### config.mk
export PLATFORM = sky130hd
export DESIGN_NAME = imem_loader_flat
export DESIGN_NICKNAME = d
export VERILOG_FILES = /design/src/rtl/imem_loader_pkg.sv /design/src/rtl/imem_loader_if.sv /design/src/rtl/imem_loader.sv /design/src/flat_wrapper.sv
export SDC_FILE = /design/constraint.sdc
export NUM_CORES = 1
export LEC_CHECK = 0
export BUFFER_PORTS_ARGS = -buffer_cell sky130_fd_sc_hd__clkbuf_2
export CORE_UTILIZATION = 55
export CTS_BUF_LIST = sky130_fd_sc_hd__clkbuf_4 sky130_fd_sc_hd__clkbuf_8 sky130_fd_sc_hd__clkbuf_16
export DETAILED_ROUTE_END_ITERATION = 8
export PLACE_DENSITY = 0.91
export SYNTH_ARGS = -nofsm -noshare
export SYNTH_HDL_FRONTEND = slang
export SYNTH_SLANG_ARGS = --single-unit
### constraint.sdc
create_clock -name clk -period 7.4 [get_ports clk]
set_clock_uncertainty 0.05 [all_clocks]
set_input_delay 0.74 -clock clk [delete_from_list [all_inputs] [get_ports clk]]
set_output_delay 0.74 -clock clk [all_outputs]
set_load 0.05 [all_outputs]
### src/rtl/imem_loader_pkg.sv
// +-----------------------------------------------------------------------+
// | imem_loader_pkg : shared FSM state type and memory-depth constants     |
// | Revision 1.0                                                           |
// +-----------------------------------------------------------------------+
`default_nettype none

package imem_loader_pkg;

  localparam int unsigned DEF_INS_ADDRESS = 9;
  localparam int unsigned DEF_INS_W       = 32;

  typedef enum logic [2:0] {
    IDLE    = 3'd0,
    FILL_LO = 3'd1,
    FILL_HI = 3'd2,
    WRITE   = 3'd3,
    DONE    = 3'd4
  } state_e;

  function automatic int unsigned pair_slots(int unsigned aw);
    return 32'd1 << aw;
  endfunction

  localparam int unsigned PAIR_SLOTS = pair_slots(DEF_INS_ADDRESS);

endpackage

`default_nettype wire

### src/rtl/imem_loader_if.sv
// +-----------------------------------------------------------------------+
// | imem_loader_if : instruction stream handshake plus memory load port    |
// | Revision 1.0                                                           |
// +-----------------------------------------------------------------------+
`default_nettype none

interface imem_loader_if #(
  parameter int INS_ADDRESS = 9,
  parameter int INS_W       = 32
) ();

  logic                   in_valid;
  logic [INS_W-1:0]       in_data;
  logic                   in_ready;
  logic                   load_en;
  logic [INS_ADDRESS-1:0] load_addr;
  logic [INS_W-1:0]       load_data1;
  logic [INS_W-1:0]       load_data2;

  // master: word source and memory side; slave: the loader itself
  modport master (
    output in_valid, in_data,
    input  in_ready, load_en, load_addr, load_data1, load_data2
  );

  modport slave (
    input  in_valid, in_data,
    output in_ready, load_en, load_addr, load_data1, load_data2
  );

endinterface

`default_nettype wire

### src/rtl/imem_loader.sv
// +-----------------------------------------------------------------------+
// | imem_loader : packs streamed instruction words in pairs and writes     |
// |               them to instruction memory, then releases the core       |
// | Revision 1.0                                                           |
// +-----------------------------------------------------------------------+
`default_nettype none

module imem_loader
  import imem_loader_pkg::*;
#(
  parameter int INS_ADDRESS = DEF_INS_ADDRESS,
  parameter int INS_W       = DEF_INS_W
) (
  input  wire logic                   clk,
  input  wire logic                   rst_n,
  input  wire logic                   start,
  input  wire logic [INS_ADDRESS-1:0] base_addr,
  input  wire logic [INS_ADDRESS:0]   word_count,
  input  wire logic                   abort,
  imem_loader_if.slave                bus,
  output logic                        busy,
  output logic                        done,
  output logic                        overflow,
  output logic                        core_run
);

  localparam logic [INS_ADDRESS:0]   SLOT_LIMIT = (INS_ADDRESS+1)'(pair_slots(INS_ADDRESS));
  localparam logic [INS_ADDRESS:0]   ONE_WORD   = (INS_ADDRESS+1)'(1);
  localparam logic [INS_ADDRESS-1:0] ONE_SLOT   = INS_ADDRESS'(1);

  state_e                 state_q,      state_d;
  logic [INS_ADDRESS-1:0] addr_q,       addr_d;
  logic [INS_ADDRESS:0]   remaining_q,  remaining_d;
  logic [INS_W-1:0]       lo_q,         lo_d;
  logic                   load_en_q,    load_en_d;
  logic [INS_ADDRESS-1:0] load_addr_q,  load_addr_d;
  logic [INS_W-1:0]       load_data1_q, load_data1_d;
  logic [INS_W-1:0]       load_data2_q, load_data2_d;
  logic                   busy_q,       busy_d;
  logic                   done_q,       done_d;
  logic                   overflow_q,   overflow_d;

  logic                   w_in_ready;
  logic                   w_handshake;
  logic [INS_ADDRESS:0]   w_pairs;
  logic [INS_ADDRESS:0]   w_end;

  assign w_in_ready  = (state_q == FILL_LO) || (state_q == FILL_HI);
  assign w_handshake = w_in_ready && bus.in_valid;

  // One extra bit keeps base+pairs exact, so the depth check never wraps
  assign w_pairs = {1'b0, word_count[INS_ADDRESS:1]} + {{INS_ADDRESS{1'b0}}, word_count[0]};
  assign w_end   = {1'b0, base_addr} + w_pairs;

  always_comb begin
    state_d      = state_q;
    addr_d       = addr_q;
    remaining_d  = remaining_q;
    lo_d         = lo_q;
    load_addr_d  = load_addr_q;
    load_data1_d = load_data1_q;
    load_data2_d = load_data2_q;
    overflow_d   = overflow_q;

    if (abort) begin
      state_d = IDLE;
    end else begin
      case (state_q)
        IDLE, DONE: begin
          if (start) begin
            if (w_end > SLOT_LIMIT) begin
              overflow_d = 1'b1;
              state_d    = IDLE;
            end else if (word_count == '0) begin
              overflow_d = 1'b0;
              state_d    = DONE;
            end else begin
              overflow_d  = 1'b0;
              addr_d      = base_addr;
              remaining_d = word_count;
              state_d     = FILL_LO;
            end
          end
        end
        FILL_LO: begin
          if (w_handshake) begin
            remaining_d = remaining_q - ONE_WORD;
            if (remaining_q > ONE_WORD) begin
              lo_d    = bus.in_data;
              state_d = FILL_HI;
            end else begin
              // Odd tail: the pair is padded with a zero upper word
              load_addr_d  = addr_q;
              load_data1_d = bus.in_data;
              load_data2_d = '0;
              state_d      = WRITE;
            end
          end
        end
        FILL_HI: begin
          if (w_handshake) begin
            remaining_d  = remaining_q - ONE_WORD;
            load_addr_d  = addr_q;
            load_data1_d = lo_q;
            load_data2_d = bus.in_data;
            state_d      = WRITE;
          end
        end
        WRITE: begin
          addr_d  = addr_q + ONE_SLOT;
          state_d = (remaining_q != '0) ? FILL_LO : DONE;
        end
        default: state_d = IDLE;
      endcase
    end

    load_en_d = (state_d == WRITE);
    busy_d    = (state_d == FILL_LO) || (state_d == FILL_HI) || (state_d == WRITE);
    done_d    = (state_d == DONE);
  end

  always_ff @(posedge clk or negedge rst_n) begin
    if (!rst_n) begin
      state_q      <= IDLE;
      addr_q       <= '0;
      remaining_q  <= '0;
      lo_q         <= '0;
      load_en_q    <= 1'b0;
      load_addr_q  <= '0;
      load_data1_q <= '0;
      load_data2_q <= '0;
      busy_q       <= 1'b0;
      done_q       <= 1'b0;
      overflow_q   <= 1'b0;
    end else begin
      state_q      <= state_d;
      addr_q       <= addr_d;
      remaining_q  <= remaining_d;
      lo_q         <= lo_d;
      load_en_q    <= load_en_d;
      load_addr_q  <= load_addr_d;
      load_data1_q <= load_data1_d;
      load_data2_q <= load_data2_d;
      busy_q       <= busy_d;
      done_q       <= done_d;
      overflow_q   <= overflow_d;
    end
  end

  assign bus.in_ready   = w_in_ready;
  assign bus.load_en    = load_en_q;
  assign bus.load_addr  = load_addr_q;
  assign bus.load_data1 = load_data1_q;
  assign bus.load_data2 = load_data2_q;
  assign busy           = busy_q;
  assign done           = done_q;
  assign overflow       = overflow_q;
  assign core_run       = done_q;

endmodule

`default_nettype wire
### src/flat_wrapper.sv
// flat-port wrapper written by rule: the top's interface ports become plain ports
module imem_loader_flat import imem_loader_pkg::*;
#(
  parameter int INS_ADDRESS = DEF_INS_ADDRESS,
  parameter int INS_W       = DEF_INS_W
)
  (clk, rst_n, start, base_addr, word_count, abort, busy, done, overflow, core_run, bus_in_valid, bus_in_data, bus_in_ready, bus_load_en, bus_load_addr, bus_load_data1, bus_load_data2);
  imem_loader_if #(.INS_ADDRESS(INS_ADDRESS), .INS_W(INS_W)) bus_i ();
  input  wire logic clk;
  input  wire logic rst_n;
  input  wire logic start;
  input  wire logic [INS_ADDRESS-1:0] base_addr;
  input  wire logic [INS_ADDRESS:0] word_count;
  input  wire logic abort;
  output logic busy;
  output logic done;
  output logic overflow;
  output logic core_run;
  input wire logic [$bits(bus_i.in_valid)-1:0] bus_in_valid;
  input wire logic [$bits(bus_i.in_data)-1:0] bus_in_data;
  output wire logic [$bits(bus_i.in_ready)-1:0] bus_in_ready;
  output wire logic [$bits(bus_i.load_en)-1:0] bus_load_en;
  output wire logic [$bits(bus_i.load_addr)-1:0] bus_load_addr;
  output wire logic [$bits(bus_i.load_data1)-1:0] bus_load_data1;
  output wire logic [$bits(bus_i.load_data2)-1:0] bus_load_data2;
  assign bus_i.in_valid = bus_in_valid;
  assign bus_i.in_data = bus_in_data;
  assign bus_in_ready = bus_i.in_ready;
  assign bus_load_en = bus_i.load_en;
  assign bus_load_addr = bus_i.load_addr;
  assign bus_load_data1 = bus_i.load_data1;
  assign bus_load_data2 = bus_i.load_data2;
  imem_loader #(.INS_ADDRESS(INS_ADDRESS), .INS_W(INS_W)) u_core (.clk(clk), .rst_n(rst_n), .start(start), .base_addr(base_addr), .word_count(word_count), .abort(abort), .bus(bus_i), .busy(busy), .done(done), .overflow(overflow), .core_run(core_run));
endmodule
==> results.md, run 1 <==
* Status: finished, final reports clean
* Register area share after synthesis at 53.3%
* FF-to-FF End: u_core.bus.load_addr[3]
* CP max FO at 74
* Cts repair resizes at 0
* # setup viols final at 0
* Synth cell types at 58
* # DRC at 0
* Clock root buffer: clkbuf_8
* Synth Warn # at 0
* Share of cells above drive strength 1 at around 33%
* Cell area power density at between 400 and 500 nW/um^2
* Die area at between 10000 and 15000 um^2
* Asr flop ratio synth at 100%
* EDFF count, synth at 0
* CP peak stage delay at about 800 ps
* Drt first pass iters at 4
* RSZ-0062 raised after global routing: false
* Crit share post-route at between 50% and 60%
* Internal reg-to-reg setup slack at a little under 4000 ps
* Pre-CTS setup slack at between 2000 and 3000 ps
* Worst min path class: input pin to async pin
* # rows at 38
* Cts hold-fix bufs at 0
* Area grow syn2layout at 22.1%
* Post-synth top flop: dfrtp_1
* Iter 0 DRT Violations at between 300 and 400
* Worst EP required at a little under 8000 ps
* Worst Tran Pin Value at 953 ps
* WP buf/inv at 2
* Number of vias per cell at between 5 and 6
* Final setup margin at roughly 3300 ps
* Final nets at approximately 740
* Skew-Pair Late Insertion Delay at ~530 ps
* Worst Path Arrival at ~4400 ps
* I/O pin count at around 140
* Detailed-placement wirelength estimate at a little over 10000 um
* WS Path Type: input pin to flop
* Mapped Cells at 543
* Die W at 108 um
* Count leader, synth: dfrtp_1
* R2r startpoint: u_core.remaining_q[4]
* N_diodes at 0
* Synthesized area per cell at between 10 and 15 um^2
* CP top delay family: simple AND/OR/NAND/NOR gates
* Leakage power at between 0.003 and 0.004 uW
* Post-synth top cells: dfrtp_1 (131), o21ai_0 (81), a22o_1 (38)
* Mapped Area at between 6000 and 7000 um^2
* Critical path's slowest cell: nand2b_4
* Most area-consuming cells after synthesis: dfrtp_1 (53%), mux2_2 (6.8%), o21ai_0 (6.6%), a22o_1 (5.4%), mux2i_1 (5.2%)
* Grt total ovfl at 0
* Post-synth top area share at between 50% and 60%
* Antenna violations before repair at 0
* Pins Over Slew Limit at 0
* Die Span Y at approximately 110 um
* Clock Pin Slew Worst Setup and Hold Paths at roughly 60 ps
* IO buf count at between 100 and 150
* Number of buffers created by CTS at 17
* R2R depth at 7
* Post CTS Setup Buffer Count at 0
* GRT Total Usage at 29.1%
* # clock sinks at ~130
* Crit end category: flop
* Max Root-Sink Buffers at 2
* Yosys top cell by area: dfrtp_1
* Number of synthesized register bits at approximately 130
* Setup_tns at 0 ps
* Achievable Freq at between 200 and 250 MHz
* Core box area at about 11000 um^2
* CTS H-tree lvls at 4
* Crit path time final at about 4000 ps
* Final WL at 15400 um
* Vias at around 4900
* Largest net degree at the start of global routing at between 70 and 80
* Net Count, Synth at approximately 610
* Final hold violations at 0
* Crit-path cells: clkbuf_2, fa_1, inv_1, fa_1, nor2b_1, nor3_1, nor3_1, or3b_1, a41oi_2, o22a_2, nand2b_4, mux2_2
* CTS tree: yes
* Critical path launch point type: input pin
* First-pass GRT wire length at about 26000 um
* Max_cap viols at 0
* Slew HR at 36.5%
* VDD IR max at 0.000432 V
* DR WL/cell at 18.8 um
* Final ANT Viol Nets at 0
* RePlAce Congestion at 0.932
* Initial core utilization at a little under three fifths
* Vias in the first global route at between 5000 and 6000
-- flip-flops by register name (all words and copies together), names as in the netlist --
name                   flops
u_core.bus.load_en         1
u_core.remaining_q        10
u_core.state_q             3
u_core.overflow            1
u_core.addr_q              9
u_core.bus.load_data1     32
u_core.core_run            1
u_core.busy                1
u_core.lo_q               32
u_core.bus.load_data2     32
u_core.bus.load_addr       9
-- power breakdown --
group	total, uW	leakage [uW]	switching (uW)	internal (uW)
combinational	1280	0.00155	917	365
clock	854	0.000296	314	540
sequential	1200	0.00164	203	1000
total	3340	0.00348	1430	1910
-- cells in the final DEF (no fill, tap or decap), drive strengths merged, types with 2 or more instances in the layout --
| cell type | n |
|---|---|
| or2 | 2 |
| buf | 5 |
| nor2 | 17 |
| nand3 | 10 |
| dfrtp | 131 |
| o21ai | 82 |
| nand3b | 2 |
| nand2b | 9 |
| clkbuf | 154 |
| nor4 | 5 |
| bufinv | 3 |
| mux2i | 32 |
| inv | 10 |
| nand2 | 31 |
| o2111ai | 2 |
| a21oi | 30 |
| and3 | 2 |
| o22ai | 7 |
| nor2b | 3 |
| a22o | 38 |
| or3b | 2 |
| xnor2 | 3 |
| a211oi | 4 |
| ha | 11 |
| and3b | 2 |
| a31oi | 4 |
| clkinv | 4 |
| clkinvlp | 2 |
| a21o | 5 |
| o41ai | 2 |
| mux2 | 42 |
| fa | 2 |
| nor3 | 6 |
-- layout make-up --
| type | instances | area [um^2] |
|---|---|---|
| Multi-Input combinational cell | 372 | 2720 |
| Tap cell | 140 | 175 |
| Inverter | 8 | 30.0 |
| Fill cell | 772 | 3370 |
| Clock buffer | 21 | 457 |
| Sequential cell | 131 | 3280 |
| Timing Repair Buffer | 138 | 703 |
| Clock inverter | 11 | 150 |
-- per-layer routing --
| metal | share of wire (%) | global-route usage [%] |
|---|---|---|
| met5 | 0 | 0 |
| met4 | 2.0 | 11.3 |
| met3 | 6.3 | 8.17 |
| met2 | 49 | 47.0 |
| met1 | 42 | 37.1 |
-- how the worst max path moves through the flow --
stage	start	endpoint	slack, ps	cells after the start
after floorplan	base_addr[0]	u_core.bus.load_addr[4]	4010	13
after global placement	base_addr[0]	u_core.bus.load_addr[2]	2920	12
after detailed placement	base_addr[0]	u_core.bus.load_addr[3]	2820	12
after CTS	base_addr[0]	u_core.bus.load_addr[3]	3370	12
after global routing	word_count[0]	u_core.bus.load_addr[2]	2990	12
final	base_addr[0]	u_core.bus.load_addr[3]	3310	12
-- cells by family (layout without fill, tap and decap cells) --
group	count (synthesis)	after routing	synth area share (%)
compound gates	184	184	19.2
xor+xnor	3	3	0.427
simple gates	98	98	8.19
mux	74	74	13.2
flops	131	131	53.3
buf+inv	40	178	2.87
fa+ha+maj	13	13	2.89
-- per-stage QoR --
stage	instances	utilization, %	instance area, um^2	hold slack (ps)	total power [uW]
6_report	821	69.0	7510	216	3340
5_1_grt	821	69.0	7510	279	3500
4_1_cts	821	69.0	7510	222	3350
3_5_place_dp	789	63.4	6910	442	2480
3_3_place_gp	789	63.4	6910	439	2430
2_1_floorplan	543	-	6150	394	2130
Power figures use the tool's default switching activity.
==> run 2: changes to the inputs <==
--- a/config.mk
+++ b/config.mk
@@ -6,10 +6,10 @@
 export NUM_CORES = 1
 export LEC_CHECK = 0
 export BUFFER_PORTS_ARGS = -buffer_cell sky130_fd_sc_hd__clkbuf_2
-export CORE_UTILIZATION = 55
+export CORE_UTILIZATION = 49
 export CTS_BUF_LIST = sky130_fd_sc_hd__clkbuf_4 sky130_fd_sc_hd__clkbuf_8 sky130_fd_sc_hd__clkbuf_16
 export DETAILED_ROUTE_END_ITERATION = 8
-export PLACE_DENSITY = 0.91
+export PLACE_DENSITY = 0.86
 export SYNTH_ARGS = -nofsm -noshare
 export SYNTH_HDL_FRONTEND = slang
 export SYNTH_SLANG_ARGS = --single-unit
==> constraint.sdc (replaced) <==
create_clock -name clk -period 3.3 [get_ports clk]
set_clock_uncertainty 0.05 [all_clocks]
set_input_delay 0.33 -clock clk [delete_from_list [all_inputs] [get_ports clk]]
set_output_delay 0.33 -clock clk [all_outputs]
set_load 0.05 [all_outputs]
==> run 2 against run 1 <==
Effect of this change:
- combinational power grew 130%
- clock-buffer cell count shrank 3
- final cell count grew 5.0%
- non-clock buffer count grew 13
- critical path depth grew 1
- critical endpoint is now u_core.bus.load_data2[0]
- largest power group unchanged
- highest routed layer unchanged
==> results.md, run 2 (synthesis gave the netlist of run 1 again) <==
* Cts hold-fix bufs at 1
* IO buf count at 134
* Achievable Freq at about 350 MHz
* RSZ-0062 raised after global routing: false
* Worst Path Arrival at ~3100 ps
* Vias at between 5000 and 6000
* Skew-Pair Late Insertion Delay at around 420 ps
* R2r startpoint: u_core.remaining_q[4]
* Status: finished, final reports clean
* Hold path start: bus_in_data[29]
* Iter 0 DRT Violations at ~370
* Final ANT Viol Nets at 0
* WS Path Type: input pin to flop
* GRT Total Usage at between 20% and 30%
* Die W at 114 um
* DR WL/cell at approximately 18 um
* Worst EP required at 3550 ps
* N_diodes at 0
* # DRC at 0
* CP max FO at 24
* Hold Crit Depth at 2
* Core box area at about 12000 um^2
* # clock sinks at ~130
* Initial core utilization at approximately half
* First-pass GRT wire length at between 20000 and 25000 um
* Worst min path class: input pin to flop
* Setup_tns at 0 ps
* Critical path launch point type: input pin
* Number of buffers created by CTS at 17
* Final nets at 750
* Internal reg-to-reg setup slack at roughly 550 ps
* Max_cap viols at 0
* Post CTS Setup Buffer Count at 0
* Pins Over Slew Limit at 0
* Die area at between 10000 and 15000 um^2
* R2R depth at 7
* I/O pin count at 135
* # setup viols final at 0
* CTS H-tree lvls at 4
* Slew HR at approximately half
* Antenna violations before repair at 0
* CTS tree: yes
* Detailed-placement wirelength estimate at 10600 um
* Vias in the first global route at just under 5000
* Worst Tran Pin Value at approximately 730 ps
* # rows at 40
* Largest net degree at the start of global routing at 70
* Leading cell type in the layout, fill and taps excluded: clkbuf_2
* Hold Path End: u_core.bus.load_data2[29]
* VDD IR max at 0.000626 V
* Max Root-Sink Buffers at 2
* Leakage power at ~0.0036 uW
* Cts repair resizes at 0
* Total power at 7500 uW
* Share of cells above drive strength 1 at 34.1%
* Number of vias per cell at approximately 5.9
* Area grow syn2layout at 25.1%
* Final WL at 15400 um
* Crit end category: flop
* Final hold violations at 0
* Crit share post-route at between 80 and 90%
* Clock Pin Slew Worst Setup and Hold Paths at 70 ps
* Clock root buffer: clkbuf_16
* Crit path time final at 2850 ps
* FF-to-FF End: u_core.bus.load_data2[0]
* Cell area power density at ~970 nW/um^2
* Most frequent cells in the layout: clkbuf_2 (133), dfrtp_1 (131), o21ai_0 (81)
* Die Span Y at 114 um
* Grt total ovfl at 0
* Drt first pass iters at 5
* RePlAce Congestion at between 0.8 and 0.9
==> run 2: cell types whose count changed in the layout (fill, tap and decap cells not counted), moves of 3 or more <==
cell      delta
buf_4        +7
buf_12       +4
clkbuf_8     -3
inv_8        +3
==> run 2: worst max-delay path by stage <==
stage,from,to,slack (ps),cells after the start
3_3_place_gp,base_addr[0],u_core.bus.load_data2[0],180,13
3_5_place_dp,word_count[0],u_core.bus.load_data2[0],-8,13
6_report,base_addr[0],u_core.bus.load_data2[0],450,13
5_1_grt,word_count[0],u_core.bus.load_data2[0],220,13
2_1_floorplan,base_addr[0],u_core.bus.load_addr[4],320,13
4_1_cts,word_count[0],u_core.bus.load_data2[31],440,13
==> run 2: cell type report <==
| cell class | instances | area, um^2 |
|---|---|---|
| Clock buffer | 18 | 433 |
| Clock inverter | 14 | 171 |
| Fill cell | 962 | 4410 |
| Inverter | 8 | 30.0 |
| Multi-Input combinational cell | 372 | 2720 |
| Sequential cell | 131 | 3280 |
| Tap cell | 168 | 210 |
| Timing Repair Buffer | 151 | 857 |
==> run 2: where the power goes <==
group          total (uW)  internal, uW  switching [uW]
Sequential           2700          2250             452
Clock                1920          1150             772
Combinational        2880           841            2040
Total                7500          4240            3260
==> run 2: per-layer routing <==
metal	GRT usage [%]	part of all wire (%)
met1	32.1	43
met2	40.9	49
met3	6.72	6.8
met4	8.14	1.3
met5	0	0
==> run 2: per-stage QoR <==
step / hold WS (ps) / instances / setup WS [ps] / utilization, % / area [um^2]
detailed placement: 330 / 829 / -8.04 / 58.5 / 7090
finish: 103 / 862 / 448 / 63.6 / 7700
floorplan: -15.6 / 543 / 322 / - / 6150
CTS: 86.1 / 862 / 439 / 63.6 / 7700
global route: 106 / 862 / 225 / 63.6 / 7700
global placement: 319 / 829 / 177 / 58.5 / 7090
==> run 2: critical path: stages <==
cell	delay, ps
clkbuf_2	120
fa_1	200
inv_1	60
fa_1	400
nor2b_1	250
o2111ai_1	180
a31oi_1	240
xnor2_1	170
a41oi_2	150
o22a_2	210
nand2b_4	300
buf_12	240
a22o_1	240
